File: config.mk
export PLATFORM = sky130hd
export DESIGN_NAME = cache_mem_arbiter
export DESIGN_NICKNAME = d
export VERILOG_FILES = /design/src/rtl/cache_mem_arbiter.sv
export SDC_FILE = /design/constraint.sdc
export NUM_CORES = 1
export LEC_CHECK = 0
export ABC_AREA = 1
export BUFFER_PORTS_ARGS = -buffer_cell sky130_fd_sc_hd__buf_2
export CORE_AREA = 2 2 542 544
export DETAILED_ROUTE_END_ITERATION = 10
export DIE_AREA = 0 0 544 546
export MAX_ROUTING_LAYER = met4
export PLACE_DENSITY = 0.31
export RECOVER_POWER = 25
export SETUP_SLACK_MARGIN = 0.05
export SLEW_MARGIN = 20
export SYNTH_ARGS = -nofsm -noshare
export SYNTH_HDL_FRONTEND = slang
export SYNTH_SLANG_ARGS = --single-unit
File: constraint.sdc
create_clock -name clk -period 2.6 [get_ports clk]
set_input_delay 0.13 -clock clk [delete_from_list [all_inputs] [get_ports clk]]
set_output_delay 0.13 -clock clk [all_outputs]
set_load 0.01 [all_outputs]
File: src/rtl/cache_mem_arbiter.sv
// Line-memory arbiter between icache and dcache; one whole line transaction at a time.
// Define ARB_ROUND_ROBIN_EN for round-robin instead of dcache priority with a streak cap.
module cache_mem_arbiter #(
   parameter int ADDR_WIDTH   = 32,
   parameter int LINE_WIDTH   = 256,
   parameter int MAX_D_STREAK = 4
) (
   input  logic                  clk,
   input  logic                  rst,
   input  logic [ADDR_WIDTH-1:0] i_dfp_addr,
   input  logic                  i_dfp_read,
   output logic [LINE_WIDTH-1:0] i_dfp_rdata,
   output logic                  i_dfp_resp,
   input  logic [ADDR_WIDTH-1:0] d_dfp_addr,
   input  logic                  d_dfp_read,
   input  logic                  d_dfp_write,
   input  logic [LINE_WIDTH-1:0] d_dfp_wdata,
   output logic [LINE_WIDTH-1:0] d_dfp_rdata,
   output logic                  d_dfp_resp,
   output logic [ADDR_WIDTH-1:0] mem_addr,
   output logic                  mem_read,
   output logic                  mem_write,
   output logic [LINE_WIDTH-1:0] mem_wdata,
   input  logic [LINE_WIDTH-1:0] mem_rdata,
   input  logic                  mem_resp,
   output logic [1:0]            arb_owner
);

   localparam logic [1:0] S_IDLE   = 2'b00;
   localparam logic [1:0] S_BUSY_I = 2'b01;
   localparam logic [1:0] S_BUSY_D = 2'b10;

   logic [1:0] r_state;
   logic       w_i_req;
   logic       w_d_req;
   logic       w_pick_i;
   logic       w_pick_d;
   logic       w_idle;
   logic       w_i_done;
   logic       w_d_done;

   assign w_i_req = i_dfp_read;
   assign w_d_req = d_dfp_read | d_dfp_write;
   assign w_idle  = (r_state == S_IDLE);

`ifdef ARB_ROUND_ROBIN_EN
   logic r_rr_d_first;

   assign w_pick_d = w_d_req & (~w_i_req | r_rr_d_first);

   always_ff @(posedge clk or negedge rst) begin
      if (!rst) begin
         r_rr_d_first <= 1'b1;
      end else if (w_idle) begin
         if (w_pick_d)
            r_rr_d_first <= 1'b0;
         else if (w_pick_i)
            r_rr_d_first <= 1'b1;
      end
   end
`else
   localparam logic [3:0] L_MAX = 4'(MAX_D_STREAK);

   logic [3:0] r_streak;

   // dcache wins ties until it has starved a waiting icache L_MAX times
   assign w_pick_d = w_d_req & (~w_i_req | (r_streak != L_MAX));

   always_ff @(posedge clk or negedge rst) begin
      if (!rst) begin
         r_streak <= '0;
      end else if (w_idle) begin
         if (w_pick_i)
            r_streak <= '0;
         else if (w_pick_d && w_i_req && r_streak != L_MAX)
            r_streak <= r_streak + 4'd1;
      end
   end
`endif

   assign w_pick_i = w_i_req & ~w_pick_d;

   always_ff @(posedge clk or negedge rst) begin
      if (!rst) begin
         r_state   <= S_IDLE;
         mem_addr  <= '0;
         mem_wdata <= '0;
         mem_read  <= 1'b0;
         mem_write <= 1'b0;
      end else begin
         case (r_state)
            S_IDLE: begin
               if (w_pick_d) begin
                  r_state   <= S_BUSY_D;
                  mem_addr  <= d_dfp_addr;
                  mem_wdata <= d_dfp_wdata;
                  mem_write <= d_dfp_write;
                  mem_read  <= d_dfp_read & ~d_dfp_write;
               end else if (w_pick_i) begin
                  r_state   <= S_BUSY_I;
                  mem_addr  <= i_dfp_addr;
                  mem_wdata <= '0;
                  mem_write <= 1'b0;
                  mem_read  <= 1'b1;
               end
            end
            S_BUSY_I, S_BUSY_D: begin
               if (mem_resp) begin
                  r_state   <= S_IDLE;
                  mem_read  <= 1'b0;
                  mem_write <= 1'b0;
               end
            end
            default: begin
               r_state   <= S_IDLE;
               mem_read  <= 1'b0;
               mem_write <= 1'b0;
            end
         endcase
      end
   end

   // state encoding doubles as the owner code
   assign arb_owner = r_state;

   assign w_i_done    = (r_state == S_BUSY_I) & mem_resp;
   assign w_d_done    = (r_state == S_BUSY_D) & mem_resp;
   assign i_dfp_resp  = w_i_done;
   assign d_dfp_resp  = w_d_done;
   assign i_dfp_rdata = w_i_done ? mem_rdata : '0;
   assign d_dfp_rdata = w_d_done ? mem_rdata : '0;

endmodule

**Word level (Yosys, flattened, before mapping)**

Cells that the tools add are included.

- Bits in registers: 296
- Bits of input ports: 582
- Output and inout port bits: 806
- Logic and storage cells: 50

- Add/subtract/negate cells: 1
- Eq/ne operators: 5
- Mux-type cells: 19
- Bitwise logic cells: 10
- Reductions and logical operators: 9

Operators by type and width:

| cell | number |
|---|---|
| 256-bit 2-to-1 mux | 4 |
| 32-bit 2-to-1 mux | 2 |
| 4-bit 2-to-1 mux | 2 |
| 2-bit 2-to-1 mux | 3 |
| 2-bit AND reduction | 3 |
| 1-bit bitwise AND | 5 |
| 1-bit 2-to-1 mux | 5 |
| 4-bit by 1-bit adder with 4-bit output (second input constant) | 1 |
| 4-bit by 3-bit inequality test with 1-bit output (second input constant) | 1 |
| 1-bit one-hot mux with 2 select lines | 2 |
| 2-bit one-hot mux with 2 select lines | 1 |
| 2-bit nonzero test | 2 |
| 3-bit inequality test (second input constant) | 1 |
| 1-bit inverter | 3 |
| 2-bit by 1-bit == test with 1-bit output (second input constant) | 1 |
| 2-bit == test (second input constant) | 1 |
| 1-bit logical AND | 2 |
| 2-bit logical NOT | 1 |
| 2-bit inequality test (second input constant) | 1 |
| 1-bit bitwise OR | 2 |
| 2-bit OR reduction | 1 |

**Logic depth before layout (Yosys ltp)**

Gate-level depths: netlist of the first run.

- Depth after elaboration: 8
- Gate-level depth with buffers: 11
- Gate-level depth less buffers: 9

**Least setup slack after synthesis of the first run**

No wires, ideal clock.

- Path kind: reg-to-output
- Start point: register r_state[0], in the netlist arb_owner[0]
- End point: output port d_dfp_resp
- Data arrival time: 1.471 ns
- Data required time: 2.470 ns
- Setup slack: 0.999 ns
- Cell stages (with the launch flop): 7
- Path buffers: 2
- Cell sequence: dfrtp_1 -> inv_1 -> ha_1 -> nand2_1 -> clkbuf_1 -> clkbuf_1 -> inv_1

- Longest elaborated chain between the ends: 2

Ends and longest elaborated chain:

| item | line | source |
|---|---|---|
| start: declaration | 33 | `logic [1:0] r_state;` |
| start signal: assignment | 85 | `r_state <= S_IDLE;` |
| start signal: assignment | 94 | `r_state <= S_BUSY_D;` |
| start signal: assignment | 100 | `r_state <= S_BUSY_I;` |
| 2-bit == test | 127 | `assign w_d_done = (r_state == S_BUSY_D) & mem_resp;` |
| 1-bit bitwise AND | 127 |  |
| end: declaration | 19 | `output logic d_dfp_resp,` |

Every way passes these cells.

**Worst setup path after layout of the first run**

- Start point: register r_state[0], in the netlist arb_owner[0]
- End point: output port d_dfp_rdata[234]

- Longest elaborated chain between the ends: 3

Ends and longest elaborated chain:

| item | line | source |
|---|---|---|
| 2-bit == test | 127 |  |
| 1-bit bitwise AND | 127 |  |
| 256-bit 2-to-1 mux | 131 | `assign d_dfp_rdata = w_d_done ? mem_rdata : '0;` |
| end: declaration | 18 | `output logic [LINE_WIDTH-1:0] d_dfp_rdata,` |

Every way passes these cells.

==> impl_metrics.env, run 1 <==
export IMPL_critPathKind="flip-flop to output port"
export IMPL_grt_max_degree=105
export IMPL_yosys_most_used_dff="dfrtp_1"
export IMPL_maxCapViolCount=1
export IMPL_clk_pin_slew_worst_paths_ns=0.06
export IMPL_postSynthNetCount=2836
export IMPL_fin_crit_sh_pct=95.5
export IMPL_synth_edf_count=0
export IMPL_cts_made_buffers=39
export IMPL_fp_dieH_um=546
export IMPL_hold_path_class="input pin to flip-flop"
export IMPL_irDropWorstVdd_uv=657
export IMPL_power_leakage_nw=18.2
export IMPL_cp_end_kind="output port"
export IMPL_crit_path_frequent_cell="buf_4"
export IMPL_yosysMostFrequentCell="nand2_1"
export IMPL_crit_required_ns=2.47
export IMPL_first_pass_iters=8
export IMPL_avgSynthCellArea_um2=6.69
export IMPL_ys_seq_elements=296
export IMPL_final_util_pct=11.1
export IMPL_grt_overflow=0
export IMPL_syn_cell_area_um2=15000
export IMPL_ios=1388
export IMPL_rsz0062_at_grt="true"
export IMPL_cts_max_path_buffers=3
export IMPL_tns_ns=0
export IMPL_grt_pass1_vias=22500
export IMPL_wire_per_inst_um=30.6
export IMPL_cts_tree="built"
export IMPL_max_stage_delay_ns=0.44
export IMPL_finalPower_mw=33.6
export IMPL_synth_top_area_cell="dfrtp_1"
export IMPL_initial_core_util_pct=5.15
export IMPL_grt_usage_pct=16.0
export IMPL_fin_nets=4539
export IMPL_status="complete, but fails checks"
export IMPL_synth_top_area_share_pct=49.2
export IMPL_synth_area_leaders="dfrtp_1 49%, nand2_1 22%, nor2_1 13%"
export IMPL_cp_num_buf_inv=4
export IMPL_instances_no_fill=7950
export IMPL_final_layout_size_suffix_gt1_share_pct=38.6
export IMPL_route_detailed_drc=0
export IMPL_fp_dieArea_um2=297000
export IMPL_die_w_um=544
export IMPL_worst_ep_arrival_time_ns=2.35
export IMPL_antenna_found_initial=133
export IMPL_viasPerCell=2.82
export IMPL_cp_cell_sequence="inv_4 -> ha_4 -> nand2_8 -> buf_16 -> buf_4 -> nor2_2 -> buf_4"
export IMPL_cp_slowest_cell="dfrtp_2"
export IMPL_yosysSeqAreaShare_pct=49.2
export IMPL_io_buffers=1387
export IMPL_violations="capacitance limit, slew limit"
export IMPL_placed_cell_area_um2=27000
export IMPL_worst_pin_slew_ns=1.76
export IMPL_rows=199
export IMPL_syn_inst=2249
export IMPL_clock_skew_ns=0.0276
export IMPL_htreeDepth=2
export IMPL_finalHoldViolCount=0
export IMPL_setup_violations=0
export IMPL_ys_types=20
export IMPL_clockRootBuffer="clkbuf_16"
export IMPL_path_max_fanout=7
export IMPL_finalWeightedCongestion=1.07
export IMPL_cts_sinks=296
export IMPL_coreArea_um2=292000
export IMPL_finalCriticalPeriod_ns=2.48
export IMPL_path_delay_family="buffers and inverters"
export IMPL_syn_to_final_growth_pct=116
export IMPL_fill_cells=34500
export IMPL_wirelength_mm=244
export IMPL_async_reset_ff_share_pct=100
export IMPL_slew_headroom_pct=-17.1
export IMPL_critPathLaunchType="flip-flop"
export IMPL_ant_nets=0
export IMPL_max_freq_mhz=403
export IMPL_final_area_um2=32500
export IMPL_place_inst=7488
export IMPL_grt_first_pass_wirelength_mm=289
export IMPL_p_per_area_nw_per_um2=1040
export IMPL_ys_warn_count=0
export IMPL_drv_slew=45
export IMPL_drt_initial_drc_count=1509
export IMPL_clk_latency_ns=0.63
export IMPL_vias=22400
export IMPL_hpwlAfterDp_mm=217
export IMPL_ys_top_cells_by_count="884 x nand2_1, 520 x nor2_1, 334 x inv_1"
## power by group
group          total (mW)  switching, mW  leakage (nW)  internal (mW)
sequential           8.14           1.31          3.68           6.83
combinational        19.5           14.0          13.8           5.51
clock                6.01           2.46         0.663           3.55
total                33.6           17.7          18.2           15.9
## cell usage in the layout, fill, tap and decap left out, types with 46 or more instances in the layout
master / n
nand2_1: 881
clkbuf_16: 46
inv_1: 331
diode_2: 52
nor2_1: 475
dfrtp_1: 294
nand3_1: 66
buf_4: 70
clkbuf_1: 63
dlygate4sd3_1: 323
buf_2: 1287
## cell type report
cell class | count | area [um^2] | share of cell area (%)
Inverter | 337 | 1270 | 3.91
Multi-Input combinational cell | 1488 | 6020 | 18.5
Sequential cell | 296 | 7410 | 22.8
Antenna cell | 52 | 130 | 0.401
Clock inverter | 19 | 300 | 0.925
Clock buffer | 49 | 1040 | 3.21
Timing Repair Buffer | 1790 | 11400 | 35.1
Tap cell | 3919 | 4900 | 15.1
## worst min-delay path, stage by stage
cell     delay [ns]
buf_2          0.23
nor2_1         0.25
nor2_1         0.07
nand2_1        0.05
nand2_1        0.04
## metal layers
layer	up-vias	routed length [um]	track usage, %
met5	-	0	-
met4	0	4550	3.04
met3	231	29900	7.78
met2	1314	102000	23.2
met1	10900	107000	20.0
li1	9940	-	-
## repair_timing
item | 4_1_cts | 5_1_grt
hold buffers | 323 | 0
endpoints found under the setup margin | 114 | 348
resized for setup | 52 | 93
pin swaps | 1 | 2
setup buffers | 1 | 6
cloned | 4 | 8
endpoints found under the hold margin | 490 | 0
## metrics by stage
step | hold WS, ns | setup WS [ns]
global route | 0.210 | 0.0314
finish | 0.205 | 0.116
CTS | 0.0567 | -0.0375
detailed placement | 0.132 | 0.392
global placement | 0.145 | 0.373
floorplan | -0.166 | 0.999
## kinds of logic (layout without fill, tap and decap cells)
group	count (synthesis)	after routing	synth area share (%)
AOI/OAI and AO/OA	6	6	0.208
xor gates and xnor gates	1	1	0.0582
adders and majority gates	5	5	0.416
buffers and inverters	465	2195	12.5
DFF	296	296	49.2
other	0	52	0
and+or+nand+nor	1476	1476	37.6
## sequential cells by signal, summed over array words and instances (netlist names)
signal,flops
mem_addr,32
mem_write,1
mem_read,1
mem_wdata,256
arb_owner,2
r_streak,4
## path summary, 6_finish.rpt
check / start / cells past startpoint / slack, ns / end
max: arb_owner[0]$_DFFE_PN0P_ / 7 / 0.12 / d_dfp_rdata[234]
min: mem_resp / 5 / 0.21 / mem_write$_DFFE_PN0P_
max reg2reg: r_streak[0]$_DFFE_PN0P_ / 10 / 0.20 / mem_addr[24]$_DFFE_PN0P_
min reg2reg: mem_wdata[88]$_DFFE_PN0P_ / 2 / 0.47 / mem_wdata[88]$_DFFE_PN0P_
max in group asynchronous: rst / 4 / 0.40 / mem_wdata[140]$_DFFE_PN0P_
min in group asynchronous: rst / 2 / 0.55 / mem_addr[29]$_DFFE_PN0P_
No activity file was read; power rests on OpenSTA's default activity.
==> run 2, diff against run 1 <==
--- a/constraint.sdc
+++ b/constraint.sdc
@@ -3,2 +3,2 @@
 set_output_delay 0.13 -clock clk [all_outputs]
-set_load 0.01 [all_outputs]
+set_load 0.1 [all_outputs]
==> impl_metrics.env, run 2 (same netlist as run 1, synthesis figures left out) <==
export IMPL_worst_ep_arrival_time_ns=2.42
export IMPL_final_util_pct=13.6
export IMPL_fill_cells=33700
export IMPL_maxCapViolCount=0
export IMPL_fp_dieH_um=546
export IMPL_place_inst=7504
export IMPL_viasPerCell=2.74
export IMPL_worst_pin_slew_ns=1.48
export IMPL_finalCriticalPeriod_ns=2.55
export IMPL_syn_to_final_growth_pct=165
export IMPL_instances_no_fill=8211
export IMPL_min_to="arb_owner[0]$_DFFE_PN0P_"
export IMPL_drv_slew=0
export IMPL_drt_initial_drc_count=1415
export IMPL_largestRegisters="mem_wdata (256), mem_addr (32), r_streak (4)"
export IMPL_fp_dieArea_um2=297000
export IMPL_p_clk_share_pct=10.7
export IMPL_clockRootBuffer="clkbuf_16"
export IMPL_cts_tree="built"
export IMPL_grt_usage_pct=18.1
export IMPL_hold_ws_ns=0.105
export IMPL_hpwlAfterDp_mm=243
export IMPL_grt_pass1_vias=22800
export IMPL_initial_core_util_pct=5.15
export IMPL_max_freq_mhz=392
export IMPL_power_frac_seq_pct=13.4
export IMPL_largest_reg_flops=256
export IMPL_first_pass_iters=5
export IMPL_route_detailed_drc=0
export IMPL_setup_violations=0
export IMPL_r2r_start="arb_owner[0]$_DFFE_PN0P_"
export IMPL_fin_crit_sh_pct=98.0
export IMPL_final_layout_size_suffix_gt1_share_pct=45.1
export IMPL_wirelength_mm=270
export IMPL_cts_sinks=296
export IMPL_coreArea_um2=292000
export IMPL_swShare_pct=69.0
export IMPL_p_per_area_nw_per_um2=1510
export IMPL_finalWeightedCongestion=0.924
export IMPL_clk_pin_slew_worst_paths_ns=0.06
export IMPL_antenna_found_initial=166
export IMPL_die_w_um=544
export IMPL_ant_nets=0
export IMPL_final_common_cell="nand2_1"
export IMPL_p_switching_mw=41.5
export IMPL_power_leakage_nw=19.3
export IMPL_hold_depth=4
export IMPL_vias=22500
export IMPL_finalHoldViolCount=0
export IMPL_wire_per_inst_um=32.9
export IMPL_io_buffers=1387
export IMPL_combPwrFrac_pct=75.9
export IMPL_crit_required_ns=2.47
export IMPL_cp_end_kind="output port"
export IMPL_regMostFlops="mem_wdata"
export IMPL_status="finished, final reports clean"
export IMPL_irDropWorstVdd_uv=845
export IMPL_grt_overflow=0
export IMPL_cts_max_path_buffers=3
export IMPL_rsz0062_at_grt="true"
export IMPL_htreeDepth=2
export IMPL_hp_start="mem_resp"
export IMPL_critPathLaunchType="flip-flop"
export IMPL_fin_nets=4560
export IMPL_clk_latency_ns=0.62
export IMPL_regToRegSetupSlack_ns=0.12
export IMPL_rr_worst_depth=9
export IMPL_cts_made_buffers=43
export IMPL_r2r_end="mem_wdata[88]$_DFFE_PN0P_"
export IMPL_grt_max_degree=94
export IMPL_hold_path_class="input pin to flip-flop"
export IMPL_grt_first_pass_wirelength_mm=319
export IMPL_ios=1388
export IMPL_rows=199
export IMPL_p_int_mw=18.7
export IMPL_critPathKind="flip-flop to output port"
export IMPL_path_max_fanout=12
export IMPL_final_cell_mix="881 x nand2_1, 843 x buf_2, 349 x buf_12"
export IMPL_clock_skew_ns=0.0171
export IMPL_slew_headroom_pct=1.44
## run 2: through the flow
stage               setup TNS (ns)  cell area (um^2)  worst slack, ns  power (mW)
CTS                        -0.0601             38300          -0.0152        61.3
floorplan                   -82.50             15300           -0.201        37.1
global route                -0.491             39800          -0.0398        63.3
detailed placement               0             32400            0.342        52.9
finish                           0             39800           0.0518        60.2
global placement                 0             32400            0.284        53.0
## run 2: area by class of cell
| cell class | count | area [um^2] | share of cell area [%] |
|---|---|---|---|
| inverter | 337 | 1270 | 3.19 |
| multi-input combinational | 1489 | 6760 | 17.0 |
| sequential | 296 | 7410 | 18.6 |
| clock inverter | 21 | 312 | 0.783 |
| timing repair buffer | 1806 | 17300 | 43.4 |
| antenna | 285 | 713 | 1.79 |
| clock buffer | 58 | 1180 | 2.97 |
| tap | 3919 | 4900 | 12.3 |
## run 2: how the worst max path moves through the flow
stage | from | to | cells past startpoint
6_report | arb_owner[0]$_DFFE_PN0P_ | d_dfp_rdata[133] | 7
5_1_grt | arb_owner[1]$_DFFE_PN0P_ | i_dfp_rdata[83] | 7
4_1_cts | arb_owner[1]$_DFFE_PN0P_ | i_dfp_rdata[160] | 7
3_5_place_dp | arb_owner[0]$_DFFE_PN0P_ | d_dfp_rdata[142] | 8
3_3_place_gp | arb_owner[0]$_DFFE_PN0P_ | d_dfp_rdata[142] | 8
2_1_floorplan | arb_owner[0]$_DFFE_PN0P_ | i_dfp_rdata[246] | 5
## run 2: repair_timing
action	CTS	global route
setup endpoints to repair	257	256
cloned	8	3
gates resized for setup	298	255
endpoints found under the hold margin	366	0
pin swaps	4	3
hold buffers	324	0
setup buffers	7	1
## run 2: power groups by stage
stage / Sequential (mW) / Combinational [mW] / Clock [mW]
2_1_floorplan: 23.4 / 13.6 / 0
3_3_place_gp: 8.08 / 44.9 / 0
3_5_place_dp: 8.11 / 44.8 / 0
4_1_cts: 8.10 / 46.4 / 6.83
5_1_grt: 8.38 / 48.0 / 6.98
6_report: 8.06 / 45.7 / 6.47
## run 2: worst max-delay path, stage by stage, from the launching register on
cell and delay, ns:
dfrtp_2 0.44, inv_2 0.09, ha_4 0.17, nand2_8 0.14
buf_12 0.20, bufbuf_16 0.31, nor2_1 0.14, buf_6 0.25
## run 2: layer usage
layer	wire length, um	up-vias	global-route usage (%)
met2	110000	1319	25.3
li1	-	10300	-
met3	45100	266	13.6
met4	4970	0	3.18
met1	110000	10700	20.4
met5	0	-	-
